--- src/rtl/puncture_sched_pkg.sv ---
// Shared types for the puncture rate scheduler: FSM state encoding and the rate table entry.
// Entry field widths are fixed here; the scheduler's MAX_LEN must match MaxLen.
package puncture_sched_pkg;

  localparam int unsigned MaxLen = 8;
  localparam int unsigned LenW   = $clog2(MaxLen);

  typedef enum logic [1:0] {
    StIdle,
    StCfg,
    StPass
  } state_e;

  typedef struct packed {
    logic [LenW-1:0]   len;
    logic [MaxLen-1:0] vec;
  } rate_entry_t;

endpackage

--- src/rtl/puncture_rate_table.sv ---
// Rate table: NUM_RATES register entries loaded with defaults on reset, one write port,
// one asynchronous read port, and per-entry dirty bits set by writes and cleared when applied.
module puncture_rate_table
  import puncture_sched_pkg::*;
#(
  parameter int unsigned NUM_RATES     = 4,
  parameter int unsigned RW            = $clog2(NUM_RATES),
  parameter rate_entry_t DEFAULT_ENTRY = '0
) (
  input  logic                 clk,
  input  logic                 reset,
  input  logic                 we_i,
  input  logic [RW-1:0]        waddr_i,
  input  rate_entry_t          wdata_i,
  input  logic [RW-1:0]        raddr_i,
  input  logic                 apply_i,
  output rate_entry_t          rdata_o,
  output logic [NUM_RATES-1:0] dirty_o
);

  rate_entry_t          tbl_q [NUM_RATES];
  logic [NUM_RATES-1:0] dirty_q, dirty_d;

  always_ff @(posedge clk) begin
    for (int i = 0; i < int'(NUM_RATES); i++) begin
      if (reset) begin
        tbl_q[i] <= DEFAULT_ENTRY;
      end else if (we_i && waddr_i == RW'(i)) begin
        tbl_q[i] <= wdata_i;
      end
    end
  end

  always_comb begin
    rdata_o = tbl_q[0];
    for (int i = 0; i < int'(NUM_RATES); i++) begin
      if (raddr_i == RW'(i)) rdata_o = tbl_q[i];
    end
  end

  // A write landing in the same cycle the entry is applied wins: the new value is still pending.
  always_comb begin
    dirty_d = dirty_q;
    for (int i = 0; i < int'(NUM_RATES); i++) begin
      if (apply_i && raddr_i == RW'(i)) dirty_d[i] = 1'b0;
      if (we_i && waddr_i == RW'(i))    dirty_d[i] = 1'b1;
    end
  end

  always_ff @(posedge clk) begin
    if (reset) dirty_q <= '0;
    else       dirty_q <= dirty_d;
  end

  assign dirty_o = dirty_q;

endmodule

--- src/rtl/puncture_rate_sched.sv ---
// Per-packet puncturing rate scheduler: takes one rate beat per packet, issues a one-cycle
// puncturer config when needed, then forwards the packet. PUNCTURE_SCHED_STATS_EN adds counters.
module puncture_rate_sched
  import puncture_sched_pkg::*;
#(
  parameter int unsigned WIDTH                   = 32,
  parameter int unsigned MAX_LEN                 = 8,
  parameter int unsigned NUM_RATES               = 4,
  parameter int unsigned DEFAULT_VECTOR_LEN      = 8,
  parameter logic [MAX_LEN-1:0] DEFAULT_PUNCTURE_VECTOR = 8'hFF,
  localparam int unsigned LW = $clog2(MAX_LEN),
  localparam int unsigned RW = $clog2(NUM_RATES),
  localparam int unsigned SW = RW + 1
) (
  input  logic               clk,
  input  logic               reset,
  input  logic               clear_i,
  input  logic               tbl_we_i,
  input  logic [RW-1:0]      tbl_addr_i,
  input  logic [LW-1:0]      tbl_len_i,
  input  logic [MAX_LEN-1:0] tbl_vec_i,
  input  logic [SW-1:0]      rate_tdata_i,
  input  logic               rate_tvalid_i,
  output logic               rate_tready_o,
  input  logic [WIDTH-1:0]   i_tdata_i,
  input  logic               i_tlast_i,
  input  logic               i_tvalid_i,
  output logic               i_tready_o,
  output logic [WIDTH-1:0]   o_tdata_o,
  output logic               o_tlast_o,
  output logic               o_tvalid_o,
  input  logic               o_tready_i,
  output logic [LW-1:0]      vector_len_tdata_o,
  output logic               vector_len_tvalid_o,
  output logic [MAX_LEN-1:0] puncture_vector_tdata_o,
  output logic               puncture_vector_tvalid_o
`ifdef PUNCTURE_SCHED_STATS_EN
  ,
  output logic [31:0]        pkt_count_o,
  output logic [31:0]        cfg_count_o,
  output logic               err_bad_rate_o
`endif
);

  localparam rate_entry_t DefaultEntry = '{
    len: LenW'(DEFAULT_VECTOR_LEN),
    vec: MaxLen'(DEFAULT_PUNCTURE_VECTOR)
  };

  state_e               state_q, state_d;
  logic [RW-1:0]        sel_q, sel_d;
  logic [RW-1:0]        cur_rate_q, cur_rate_d;
  logic                 cur_valid_q, cur_valid_d;
  logic                 run, cfg_v, bad_rate, need_cfg;
  logic [RW-1:0]        rate_idx;
  rate_entry_t          entry;
  logic [NUM_RATES-1:0] dirty;

  puncture_rate_table #(
    .NUM_RATES     (NUM_RATES),
    .RW            (RW),
    .DEFAULT_ENTRY (DefaultEntry)
  ) u_table (
    .clk     (clk),
    .reset   (reset),
    .we_i    (tbl_we_i),
    .waddr_i (tbl_addr_i),
    .wdata_i ('{len: tbl_len_i, vec: tbl_vec_i}),
    .raddr_i (sel_q),
    .apply_i (cfg_v),
    .rdata_o (entry),
    .dirty_o (dirty)
  );

  // Clear behaves like reset on the outputs so nothing is accepted while it is asserted.
  assign run      = !(reset || clear_i);
  assign bad_rate = rate_tdata_i >= SW'(NUM_RATES);
  assign rate_idx = bad_rate ? '0 : rate_tdata_i[RW-1:0];
  assign need_cfg = !cur_valid_q || (rate_idx != cur_rate_q) || dirty[rate_idx] ||
                    (tbl_we_i && tbl_addr_i == rate_idx);

  always_comb begin
    state_d       = state_q;
    sel_d         = sel_q;
    cur_rate_d    = cur_rate_q;
    cur_valid_d   = cur_valid_q;
    rate_tready_o = 1'b0;
    i_tready_o    = 1'b0;
    o_tvalid_o    = 1'b0;
    cfg_v         = 1'b0;
    if (run) begin
      unique case (state_q)
        StIdle: begin
          rate_tready_o = 1'b1;
          if (rate_tvalid_i) begin
            sel_d   = rate_idx;
            state_d = need_cfg ? StCfg : StPass;
          end
        end
        StCfg: begin
          cfg_v       = 1'b1;
          cur_rate_d  = sel_q;
          cur_valid_d = 1'b1;
          state_d     = StPass;
        end
        StPass: begin
          i_tready_o = o_tready_i;
          o_tvalid_o = i_tvalid_i;
          if (i_tvalid_i && o_tready_i && i_tlast_i) state_d = StIdle;
        end
        default: state_d = StIdle;
      endcase
    end
  end

  always_ff @(posedge clk) begin
    if (reset || clear_i) begin
      state_q     <= StIdle;
      sel_q       <= '0;
      cur_rate_q  <= '0;
      cur_valid_q <= 1'b0;
    end else begin
      state_q     <= state_d;
      sel_q       <= sel_d;
      cur_rate_q  <= cur_rate_d;
      cur_valid_q <= cur_valid_d;
    end
  end

  assign o_tdata_o                = i_tdata_i;
  assign o_tlast_o                = i_tlast_i;
  assign vector_len_tvalid_o      = cfg_v;
  assign puncture_vector_tvalid_o = cfg_v;
  assign vector_len_tdata_o       = cfg_v ? entry.len : '0;
  assign puncture_vector_tdata_o  = cfg_v ? entry.vec : '0;

`ifdef PUNCTURE_SCHED_STATS_EN
  logic [31:0] pkt_count_q, cfg_count_q;
  logic        err_q;

  always_ff @(posedge clk) begin
    if (reset || clear_i) begin
      pkt_count_q <= '0;
      cfg_count_q <= '0;
      err_q       <= 1'b0;
    end else begin
      if (o_tvalid_o && o_tready_i && i_tlast_i) pkt_count_q <= pkt_count_q + 32'd1;
      if (cfg_v)                                 cfg_count_q <= cfg_count_q + 32'd1;
      if (rate_tready_o && rate_tvalid_i && bad_rate) err_q <= 1'b1;
    end
  end

  assign pkt_count_o    = pkt_count_q;
  assign cfg_count_o    = cfg_count_q;
  assign err_bad_rate_o = err_q;
`endif

endmodule
--- config.mk ---
export PLATFORM = sky130hd
export DESIGN_NAME = puncture_rate_sched
export DESIGN_NICKNAME = d
export VERILOG_FILES = /design/src/rtl/puncture_sched_pkg.sv /design/src/rtl/puncture_rate_table.sv /design/src/rtl/puncture_rate_sched.sv
export SDC_FILE = /design/constraint.sdc
export NUM_CORES = 1
export LEC_CHECK = 0
export ABC_AREA = 1
export BUFFER_PORTS_ARGS = -buffer_cell sky130_fd_sc_hd__buf_2
export CORE_ASPECT_RATIO = 1.75
export CORE_MARGIN = 8
export CORE_UTILIZATION = 30
export CTS_CLUSTER_SIZE = 28
export DETAILED_ROUTE_END_ITERATION = 6
export SLEW_MARGIN = 20
export SYNTH_ARGS = -nofsm -noshare
export SYNTH_HDL_FRONTEND = slang
export SYNTH_SLANG_ARGS = --single-unit
--- constraint.sdc ---
create_clock -name clk -period 1.1 [get_ports clk]
set_input_delay 0.165 -clock clk [delete_from_list [all_inputs] [get_ports clk]]
set_output_delay 0.165 -clock clk [all_outputs]
set_load 0.01 [all_outputs]
After elaboration in Yosys (flattened, before gate mapping)
Memories as Yosys holds them, arrays and structs flattened. Cells that the tools add are included. Widths: inputs -> output; s select.

Register bits: 11. Memory bits (writable): 44. Input bits: 56. Output and inout port bits: 49. Word-level logic and storage cells: 98. Memories: 1.

Magnitude comparators: 2. Equal/unequal tests: 12. Multiplexer cells: 46. Bitwise operators: 4. Reductions and logical operators: 25.

Memory list: u_table.tbl_q (words 4, bits a word 11, rd ports 4, clocked after Yosys merged registers in 0, wr ports 4, line puncture_rate_table.sv:21) `rate_entry_t tbl_q [NUM_RATES];`.

Operators with widths (count): $mux 11 (7); $mux 1 (31); $logic_and 1x1->1 (11); $eq 2x2->1 const B (5); $mux 2 (4); $mux 8 (1); $reduce_bool 2->1 (4); $eq 2x1->1 const B (3); $logic_not 2->1 (3); $pmux 2 s3 (1); $logic_or 1x1->1 (4); $ne 2x2->1 const B (2); $or 1x1->1 (4); $reduce_and 2->1 (2); $ge 3x3->1 const B (1); $lt 2x3->1 const B (1); $mux 3 (1); $bmux 1 s2 (1); $eq 2x2->1 (1); $ne 2x2->1 (1); $logic_not 1->1 (1).

Logic depth before layout (Yosys ltp)
Gate-level depths: netlist of run 1.

Depth after elaboration: 9. Depth in mapped cells: 8. Depth with buffers taken out: 8.

Modules after synthesis
From an unflattened synthesis of run 1, not the netlist that was laid out.

Cells, all modules: 375. Area, all modules: 3085.5 um^2.

By module, submodules not included: puncture_rate_table (instances 1, cells each 245, area each 2255.9 um^2, sequential area each 1401.3 um^2); puncture_rate_sched (instances 1, cells each 130, area each 829.5 um^2, sequential area each 140.1 um^2).

Worst setup path before layout of run 1
No wires, ideal clock.

Kind: reg2out. Start point: reg sel_q[0]. End point: out puncture_vector_tdata_o[0]. Data arrival time: 1.088 ns. Data required time: 0.935 ns. Setup slack: -0.153 ns. Cell stages (with the launch flop): 8. Buffers on the path: 2. Cells stage by stage: dfxtp_1 > buf_2 > nor2_1 > inv_2 > buf_4 > nand3_1 > o21ai_1 > a21oi_1.

Cells in the longest elaborated chain, start to end: 5. Elaborated cells on any way between the ends: 7. Those cells by class: eq/ne (3); mux (4).

RTL lines: start, declared (line puncture_rate_sched.sv:51) `logic [RW-1:0] sel_q, sel_d;`; start signal, assigned (line puncture_rate_sched.sv:124) `sel_q <= sel_d;`; $eq 2x1->1 (line puncture_rate_table.sv:37) `if (raddr_i == RW'(i)) rdata_o = tbl_q[i];`; $mux 11 (2 in a row) (line puncture_rate_table.sv:37); $mux 11 * (line puncture_rate_table.sv:37); $mux 8 * (line puncture_rate_sched.sv:135) `assign puncture_vector_tdata_o = cfg_v ? entry.vec : '0;`; end, declared (line puncture_rate_sched.sv:35) `output logic [MAX_LEN-1:0] puncture_vector_tdata_o,`.

Mark *: on every way between the ends. The rest lies on a longest branch, timed or not.

Worst setup path in the final report of run 1
Start point: reg sel_q[1]. End point: out vector_len_tdata_o[2].

Cells in the longest elaborated chain, start to end: 5. Elaborated cells on any way between the ends: 7. Those cells by class: eq/ne (3); mux (4).

RTL lines: $eq 2x1->1 (line puncture_rate_table.sv:37); $mux 11 (2 in a row) (line puncture_rate_table.sv:37); $mux 11 * (line puncture_rate_table.sv:37); $mux 3 * (line puncture_rate_sched.sv:134) `assign vector_len_tdata_o = cfg_v ? entry.len : '0;`; end, declared (line puncture_rate_sched.sv:33) `output logic [LW-1:0] vector_len_tdata_o,`.

Marks and branches as above.

==> flow_metrics.env, run 1 <==
export IMPL_yosysTopAreaCell="edfxtp_1"
export IMPL_synth_top_cell_area_share_pct=46.3
export IMPL_max_freq_mhz=636
export IMPL_drt_iter0_markers=134
export IMPL_top_layer_used="met4"
export IMPL_avgViaCountPerCell=4.68
export IMPL_critical_path_required_ps=940
export IMPL_syn_nets=378
export IMPL_wl_met1_mm=2.48
export IMPL_met2_length_mm=4.36
export IMPL_grt_pass1_vias=2344
export IMPL_critPathMaxFanout=6
export IMPL_synthesis_area_um2=2860
export IMPL_min_path_type="in2reg"
export IMPL_diodes=0
export IMPL_syn_inst=322
export IMPL_power_density_nw_per_um2=1320
export IMPL_finalHoldViolCount=0
export IMPL_violations="setup timing"
export IMPL_synth_area_top_cells="edfxtp_1 46%, nand2_1 10%, buf_4 9.2%"
export IMPL_criticalPathCategory="reg2out"
export IMPL_critPathLaunchType="flip-flop"
export IMPL_fin_ws_ps=-472
export IMPL_worst_ir_drop_vdd_mv=1.13
export IMPL_clockBufferDepth=2
export IMPL_nets=416
export IMPL_area_growth_synth_to_final_pct=27.7
export IMPL_htreeDepth=2
export IMPL_start_util_pct=30.5
export IMPL_finalCritPeriodShare_pct=143
export IMPL_outcome="finished, violations left"
export IMPL_groute_usage_overall_pct=11.1
export IMPL_post_route_util_pct=39.0
export IMPL_worstMarginPinSlew_ps=267
export IMPL_layout_drive_gt1_share_pct=40.2
export IMPL_synth_seq_cells=55
export IMPL_fp_dieH_um=145
export IMPL_ios=105
export IMPL_met3WireLength_um=456
export IMPL_leakage_nw=1.52
export IMPL_cts_root_buf="clkbuf_16"
export IMPL_drcViolationCount=0
export IMPL_placed_area_um2=3210
export IMPL_die_w_um=89.7
export IMPL_drv_slew=0
export IMPL_syn_avg_cell_area_um2=8.87
export IMPL_num_vias=2262
export IMPL_ant_nets=0
export IMPL_overflow=0
export IMPL_die_area_um2=13000
export IMPL_wl_per_cell_um=15.6
export IMPL_dp_cells=469
export IMPL_final_common_cell="nand2_1"
export IMPL_numPortBuffers=40
export IMPL_grt_max_degree=24
export IMPL_p_total_mw=4.82
export IMPL_ys_seq_area_share_pct=54.0
export IMPL_arrival_ps=1410
export IMPL_dp_final_hpwl_mm=5.55
export IMPL_ys_warn_count=0
export IMPL_maxCapViolations=0
export IMPL_fin_setup_tns_ps=-6680
export IMPL_drt_wl_total_mm=7.51
export IMPL_clock_sinks=55
export IMPL_core_area_um2=9350
export IMPL_fin_skew_ps=1.11
export IMPL_finalSetupViolCount=21
export IMPL_antenna_found_initial=0
export IMPL_mostFrequentLayoutCells="74 x nand2_1, 44 x edfxtp_1, 38 x buf_2"
export IMPL_fillers=925
export IMPL_dp_slack_ps=-361
export IMPL_std_cell_rows=47
export IMPL_rsz0062_at_grt="true"
export IMPL_whs_ps=181
export IMPL_synth_distinct_cells=21
export IMPL_final_area_um2=3650
export IMPL_fin_crit_ps=1570
export IMPL_cts_buffers=5
export IMPL_grt_pass1_wl_mm=11.4
export IMPL_cts_tree="yes"
export IMPL_crit_path_end_kind="output port"
export IMPL_cts_hold_fix_buffers=0
export IMPL_clkTransAtPathRegs_ps=70
export IMPL_fin_cells=483
export IMPL_dr_pass1_iters=4
export IMPL_place_congestion=0.858
export IMPL_slew_headroom_pct=82.0
export IMPL_insertion_delay_ps=290
-- synth_stat cells --
cell / count
inv_2: 9
nor2_4: 3
nor3_1: 2
buf_6: 2
edfxtp_1: 44
nand4_1: 1
nand2_1: 76
o211ai_1: 3
nand3_1: 27
buf_2: 6
o21ai_1: 13
o21ai_0: 15
nor2_1: 26
nor2_2: 2
inv_1: 27
nand2_4: 1
buf_4: 35
nor2_8: 1
dfxtp_1: 11
a21oi_1: 17
clkbuf_1: 1
-- area by class of cell --
class | count | area (um2) | share of cell area [%]
inverters | 36 | 163 | 4.46
repair inverters | 1 | 8.76 | 0.240
repair buffers | 74 | 561 | 15.4
clock inverters | 3 | 42.5 | 1.17
flip-flops and latches | 55 | 1560 | 42.7
well taps | 122 | 153 | 4.19
clock buffers | 5 | 125 | 3.43
multi-input cells | 187 | 1040 | 28.4
-- worst paths after layout --
| path | start | end | slack, ps | cells past startpoint |
|---|---|---|---|---|
| max | sel_q[1] | vector_len_tdata_o[2] | -470 | 8 |
| min | tbl_vec_i[6] | u_table.tbl_q[3][6] | 180 | 3 |
| max reg2reg | state_q[0] | u_table.dirty_o[2] | -140 | 7 |
| min reg2reg | cur_valid_q | cur_valid_q | 470 | 2 |
-- where the power goes --
part	internal [mW]	switching (mW)	total, mW	leakage, nW
sequential	2.38	0.0560	2.44	0.526
clock	1.08	0.725	1.80	0.0818
combinational	0.232	0.347	0.579	0.914
total	3.69	1.13	4.82	1.52
-- per-layer routing --
metal	global-route usage, %	up-vias
li1	-	1096
met1	9.28	1072
met2	23.1	75
met3	3.15	19
met4	4.26	0
met5	0	-
-- logic make-up after synthesis --
| group | count (synthesis) | share of synthesized area, % |
|---|---|---|
| DFF | 55 | 54.0 |
| and+or+nand+nor | 139 | 21.4 |
| AOI/OAI and AO/OA | 48 | 8.68 |
| buffers and inverters | 80 | 15.9 |
-- worst max-delay path, stage by stage (launching register included) --
cell     delay (ps)
dfxtp_4         360
inv_6            70
nand2_2          70
buf_4           160
nand2_1          60
nand3_1          70
o21ai_1         110
a21oi_1          80
buf_2           140
-- state kept, by name, indices dropped and copies added (netlist names) --
name,cells
cur_rate_q,2
u_table.dirty_o,4
state_q,2
cur_valid_q,1
u_table.tbl_q,44
sel_q,2
-- timing repair --
item / CTS / global route
endpoints found under the hold margin: 0 / 0
pin swaps: 10 / 9
setup buffers: 3 / 3
gates cloned: 1 / 1
setup endpoints to repair: 21 / 24
resized for setup: 31 / 39
Power figures use the tool's default switching activity.
==> run 2: changes to the inputs <==
ABC_AREA = not set   (was 1)
PLACE_DENSITY = 0.57   (was not set)
==> flow_metrics.env, run 2 <==
export IMPL_outcome="finished, violations left"
export IMPL_violations="setup timing"
export IMPL_met3WireLength_um=249
export IMPL_power_density_nw_per_um2=1190
export IMPL_hold_end="u_table.tbl_q[1][0]"
export IMPL_syn_nets=294
export IMPL_multi_input_area_um2=1180
export IMPL_criticalPathCategory="reg2out"
export IMPL_dp_slack_ps=-548
export IMPL_min_delay_start="tbl_vec_i[0]"
export IMPL_crit_path_end_kind="output port"
export IMPL_nets=356
export IMPL_synthSimpleGateAreaFrac_pct=21.5
export IMPL_insertion_delay_ps=290
export IMPL_met2_length_mm=3.91
export IMPL_htreeDepth=2
export IMPL_wl_met1_mm=2.39
export IMPL_final_common_cell="edfxtp_1"
export IMPL_std_cell_rows=47
export IMPL_avgViaCountPerCell=4.68
export IMPL_finalHoldViolCount=0
export IMPL_diodes=0
export IMPL_worstSetupStartpoint="sel_q[0]"
export IMPL_drt_wl_total_mm=6.75
export IMPL_finalCritPeriodShare_pct=157
export IMPL_max_freq_mhz=579
export IMPL_layout_drive_gt1_share_pct=57.3
export IMPL_worstMarginPinSlew_ps=407
export IMPL_drcViolationCount=0
export IMPL_slew_headroom_pct=72.4
export IMPL_synth_edf_count=44
export IMPL_clockBufferDepth=2
export IMPL_placed_area_um2=3450
export IMPL_ios=105
export IMPL_critPathLaunchType="flip-flop"
export IMPL_seq_area_um2=1560
export IMPL_min_delay_path_depth=2
export IMPL_fin_skew_ps=1.19
export IMPL_grt_pass1_wl_mm=10.6
export IMPL_drt_iter0_markers=89
export IMPL_die_w_um=89.9
export IMPL_async_reset_ff_share_pct=0
export IMPL_rsz0062_at_grt="true"
export IMPL_synthXorXnorAreaFrac_pct=0.306
export IMPL_synthesis_area_um2=2870
export IMPL_whs_ps=165
export IMPL_cp_cell_sequence="buf_12 > mux4_2 > and2_4 > buf_6"
export IMPL_syn_avg_cell_area_um2=12.0
export IMPL_ys_warn_count=0
export IMPL_num_vias=1976
export IMPL_largest_reg_flops=44
export IMPL_synth_area_top_cells="edfxtp_1 46%, buf_4 8.9%, mux4_2 8.6%"
export IMPL_finalSetupViolCount=24
export IMPL_fin_crit_ps=1730
export IMPL_dp_final_hpwl_mm=4.74
export IMPL_wl_per_cell_um=16.0
export IMPL_antenna_found_initial=0
export IMPL_top_layer_used="met4"
export IMPL_dp_cells=400
export IMPL_slowest_stage="mux4_2"
export IMPL_synth_compound_area_share_pct=3.19
export IMPL_cts_tree="yes"
export IMPL_maxCapViolations=0
export IMPL_reg2regPathDepth=5
export IMPL_synth_top_cell_area_share_pct=46.1
export IMPL_core_area_um2=9410
export IMPL_clkTransAtPathRegs_ps=70
export IMPL_grt_pass1_vias=2081
export IMPL_fin_cells=422
export IMPL_groute_usage_overall_pct=10.4
export IMPL_synth_most_common_cell="edfxtp_1"
export IMPL_muxShareOfSynthArea_pct=9.69
export IMPL_syn_inst=238
export IMPL_final_area_um2=3990
export IMPL_fin_ws_ps=-627
export IMPL_worst_ir_drop_vdd_mv=0.557
export IMPL_clock_sinks=55
export IMPL_critPathMaxFanout=6
export IMPL_p_total_mw=4.76
export IMPL_r2r_start="u_table.dirty_o[0]"
export IMPL_critical_path_required_ps=940
export IMPL_drv_slew=0
export IMPL_ant_nets=0
export IMPL_fp_dieH_um=145
export IMPL_r2r_slack_ps=-420
export IMPL_area_growth_synth_to_final_pct=39.2
export IMPL_synth_common_cells="44 x edfxtp_1, 34 x buf_4, 28 x nand2b_1"
export IMPL_start_util_pct=30.5
export IMPL_synth_distinct_cells=38
export IMPL_numPortBuffers=40
export IMPL_min_path_type="in2reg"
export IMPL_synth_top_family_by_area="simple AND/OR/NAND/NOR gates"
export IMPL_synth_seq_cells=55
export IMPL_grt_max_degree=17
export IMPL_die_area_um2=13100
export IMPL_overflow=0
export IMPL_place_congestion=0.762
export IMPL_r2r_end="state_q[1]"
export IMPL_dr_pass1_iters=4
export IMPL_top_register="u_table.tbl_q"
export IMPL_cts_buffers=5
export IMPL_ys_seq_area_share_pct=53.8
export IMPL_fillers=906
export IMPL_mostFrequentLayoutCells="44 x edfxtp_1, 38 x buf_4, 27 x buf_2"
export IMPL_max_stage_delay_ps=500
export IMPL_synth_fa_ha_area_share_pct=0
export IMPL_cts_root_buf="clkbuf_16"
export IMPL_yosysTopAreaCell="edfxtp_1"
export IMPL_leakage_nw=1.49
export IMPL_synth_main_ff_cell="edfxtp_1"
export IMPL_arrival_ps=1560
==> run 2: cell count changes in the layout (fill, tap and decap cells not counted), moves of 11 or more <==
cell	before	now
nand2_1	74	6
nand2b_1	0	26
inv_1	23	3
buf_4	21	38
o21ai_1	15	0
buf_6	10	23
and2_4	0	11
buf_2	38	27
mux4_2	0	11
nand3_1	15	4
==> run 2: final cells by class <==
| type | count | area share (%) |
|---|---|---|
| Sequential cell | 55 | 39.0 |
| Multi-Input combinational cell | 131 | 29.5 |
| Timing Repair Buffer | 99 | 22.3 |
| Tap cell | 122 | 3.82 |
| Clock buffer | 5 | 3.13 |
| Inverter | 8 | 1.32 |
| Clock inverter | 2 | 0.940 |
==> run 2: per-layer routing <==
metal,vias up,track usage [%]
met5,-,0
met1,967,10.2
met4,0,6.54
li1,942,-
met3,21,1.34
met2,46,19.9
==> run 2: repair_timing <==
item                                    4_1_cts  5_1_grt
gates resized for setup                      40       18
endpoints found under the setup margin       23       25
pin swaps                                     7       10
setup buffers                                13        5
gates cloned                                  0        0
hold buffers                                  0        0
==> run 2: cell families (layout without fill, tap and decap cells) <==
kind of cell | count (synthesis) | in the layout
AO/OA/AOI/OAI | 13 | 13
XOR/XNOR | 1 | 1
buffers and inverters | 52 | 114
flip-flops | 55 | 55
multiplexers | 14 | 14
AND/OR/NAND/NOR | 103 | 103
==> run 2: worst max path at each step <==
stage	end	slack, ps	cells after the start
CTS	puncture_vector_tdata_o[4]	-650	4
finish	puncture_vector_tdata_o[4]	-630	4
global placement	vector_len_tdata_o[1]	-540	3
floorplan	puncture_vector_tdata_o[3]	-290	4
global route	vector_len_tdata_o[1]	-680	4
detailed placement	vector_len_tdata_o[1]	-550	3
==> run 2: power breakdown <==
part	internal [mW]	switching [mW]
combinational	0.318	0.275
sequential	2.38	0.0393
clock	1.06	0.692
==> run 2: through the flow <==
stage	setup TNS (ps)	util [%]
after floorplan	-3200	-
after global placement	-19970	36.7
after detailed placement	-20420	36.7
after CTS	-9260	41.4
after global routing	-10800	42.4
final	-9620	42.4
==> run 2: critical path, delay by kind of cell (launching register included) <==
| kind | cells | cell delay [ps] |
|---|---|---|
| buffers and inverters | 2 | 240 |
| flip-flops | 1 | 370 |
| multiplexers | 1 | 500 |
| AND/OR/NAND/NOR | 1 | 150 |
==> run 3: changes to the inputs <==
CORE_UTILIZATION = 40   (was 30)
MAX_ROUTING_LAYER = met4   (was not set)
PLACE_DENSITY = 0.71   (was 0.57)
==> flow_metrics.env, run 3 (same netlist as run 2, synthesis figures left out) <==
export IMPL_outcome="finished, violations left"
export IMPL_violations="setup timing"
export IMPL_r2r_end="state_q[1]"
export IMPL_overflow=0
export IMPL_power_density_nw_per_um2=1230
export IMPL_clkTransAtPathRegs_ps=70
export IMPL_grt_pass1_vias=2049
export IMPL_cts_root_buf="clkbuf_16"
export IMPL_finalCritPeriodShare_pct=157
export IMPL_grt_pass1_wl_mm=10.7
export IMPL_nets=343
export IMPL_cts_buffers=5
export IMPL_r2r_slack_ps=-300
export IMPL_avgViaCountPerCell=5.11
export IMPL_groute_usage_overall_pct=14.2
export IMPL_crit_path_end_kind="output port"
export IMPL_fp_dieH_um=128
export IMPL_slew_headroom_pct=77.3
export IMPL_drv_slew=0
export IMPL_ios=105
export IMPL_clock_sinks=55
export IMPL_drcViolationCount=0
export IMPL_grt_max_degree=17
export IMPL_drt_wl_total_mm=6.99
export IMPL_clockBufferDepth=2
export IMPL_num_vias=1912
export IMPL_mostFrequentLayoutCells="44 x edfxtp_1, 27 x buf_6, 26 x nand2b_1"
export IMPL_max_freq_mhz=579
export IMPL_switchingPower_mw=0.997
export IMPL_htreeDepth=2
export IMPL_reg2regPathDepth=5
export IMPL_largest_reg_flops=44
export IMPL_die_w_um=80.0
export IMPL_internal_power_mw=3.75
export IMPL_cp_cell_sequence="buf_12 > mux4_2 > and2_4 > buf_6"
export IMPL_std_cell_rows=41
export IMPL_path_delay_family="multiplexers"
export IMPL_rsz0062_at_grt="true"
export IMPL_leakage_nw=1.43
export IMPL_ant_nets=0
export IMPL_dr_pass1_iters=4
export IMPL_diodes=0
export IMPL_critPathMaxFanout=6
export IMPL_insertion_delay_ps=290
export IMPL_clkPwrFrac_pct=36.6
export IMPL_arrival_ps=1560
export IMPL_netSwitchingFraction_pct=21.0
export IMPL_criticalPathCategory="reg2out"
export IMPL_finalSetupViolCount=23
export IMPL_dp_final_hpwl_mm=4.84
export IMPL_wl_per_cell_um=18.7
export IMPL_layout_drive_gt1_share_pct=55.2
export IMPL_endpoint="vector_len_tdata_o[1]"
export IMPL_fin_setup_tns_ps=-8930
export IMPL_slowest_stage="mux4_2"
export IMPL_critical_path_required_ps=940
export IMPL_cp_depth=4
export IMPL_final_common_cell="edfxtp_1"
export IMPL_p_seq_share_pct=51.0
export IMPL_min_path_type="in2reg"
export IMPL_start_util_pct=40.5
export IMPL_top_register="u_table.tbl_q"
export IMPL_crit_buf_inv=2
export IMPL_max_stage_delay_ps=500
export IMPL_finalHoldViolCount=0
export IMPL_fin_ws_ps=-628
export IMPL_fillers=592
export IMPL_place_congestion=0.878
export IMPL_drt_iter0_markers=103
export IMPL_r2r_start="u_table.dirty_o[0]"
export IMPL_fin_crit_ps=1730
export IMPL_maxCapViolations=0
export IMPL_die_area_um2=10200
export IMPL_critPathLaunchType="flip-flop"
export IMPL_area_growth_synth_to_final_pct=35.1
export IMPL_worst_ir_drop_vdd_mv=1.09
export IMPL_cts_tree="yes"
export IMPL_post_route_util_pct=54.7
export IMPL_numPortBuffers=40
export IMPL_antenna_found_initial=0
export IMPL_p_total_mw=4.75
export IMPL_fin_skew_ps=5.79
export IMPL_p_comb_share_pct=12.4
export IMPL_core_area_um2=7080
export IMPL_worstMarginPinSlew_ps=335
export IMPL_worstSetupStartpoint="sel_q[0]"
run 3: timing repair:
action	4_1_cts	5_1_grt
hold buffers	0	0
gates cloned	0	1
endpoints found under the setup margin	22	26
pin swaps	6	6
resized for setup	36	24
buffers inserted	7	3
run 3: layout make-up:
type,count,area (um2),share of cell area (%)
flip-flops and latches,55,1550,40.1
multi-input cells,131,1170,30.3
repair buffers,85,810,20.9
clock buffers,5,125,3.23
well taps,86,108,2.78
inverters,8,57.6,1.49
clock inverters,3,38.8,1.00
repair inverters,1,8.76,0.226
run 3: how the worst min path moves through the flow:
stage	startpoint	to	slack (ps)	cells after the start
finish	tbl_vec_i[1]	u_table.tbl_q[1][1]	170	2
global route	tbl_vec_i[1]	u_table.tbl_q[3][1]	170	2
CTS	tbl_vec_i[1]	u_table.tbl_q[1][1]	160	2
detailed placement	i_tdata_i[9]	o_tdata_o[9]	330	0
global placement	i_tdata_i[9]	o_tdata_o[9]	330	0
floorplan	rate_tdata_i[2]	sel_q[0]	340	3
run 3: stage by stage:
step           instances  hold WS [ps]  worst slack [ps]  area (um2)
3_3_place_gp         357           330              -545        3380
4_1_cts              372           162              -631        3750
6_report             374           165              -628        3870
3_5_place_dp         357           330              -552        3380
5_1_grt              374           169              -669        3870
2_1_floorplan        238           340              -290        3040
run 3: metal layers:
layer	track usage, %	share of wire [%]	wire length (um)	up-vias
met5	-	0	0	-
met4	9.16	5.7	395	0
met3	3.58	4.7	328	34
met2	24.8	55	3840	48
met1	13.3	35	2430	912
li1	-	-	-	918
run 3: power groups by stage:
stage / registers [mW] / clock network, mW / logic, mW
6_report: 2.42 / 1.74 / 0.589
5_1_grt: 2.43 / 1.82 / 0.629
4_1_cts: 2.42 / 1.75 / 0.567
3_5_place_dp: 2.48 / 0 / 0.524
3_3_place_gp: 2.47 / 0 / 0.511
2_1_floorplan: 2.45 / 0 / 0.406
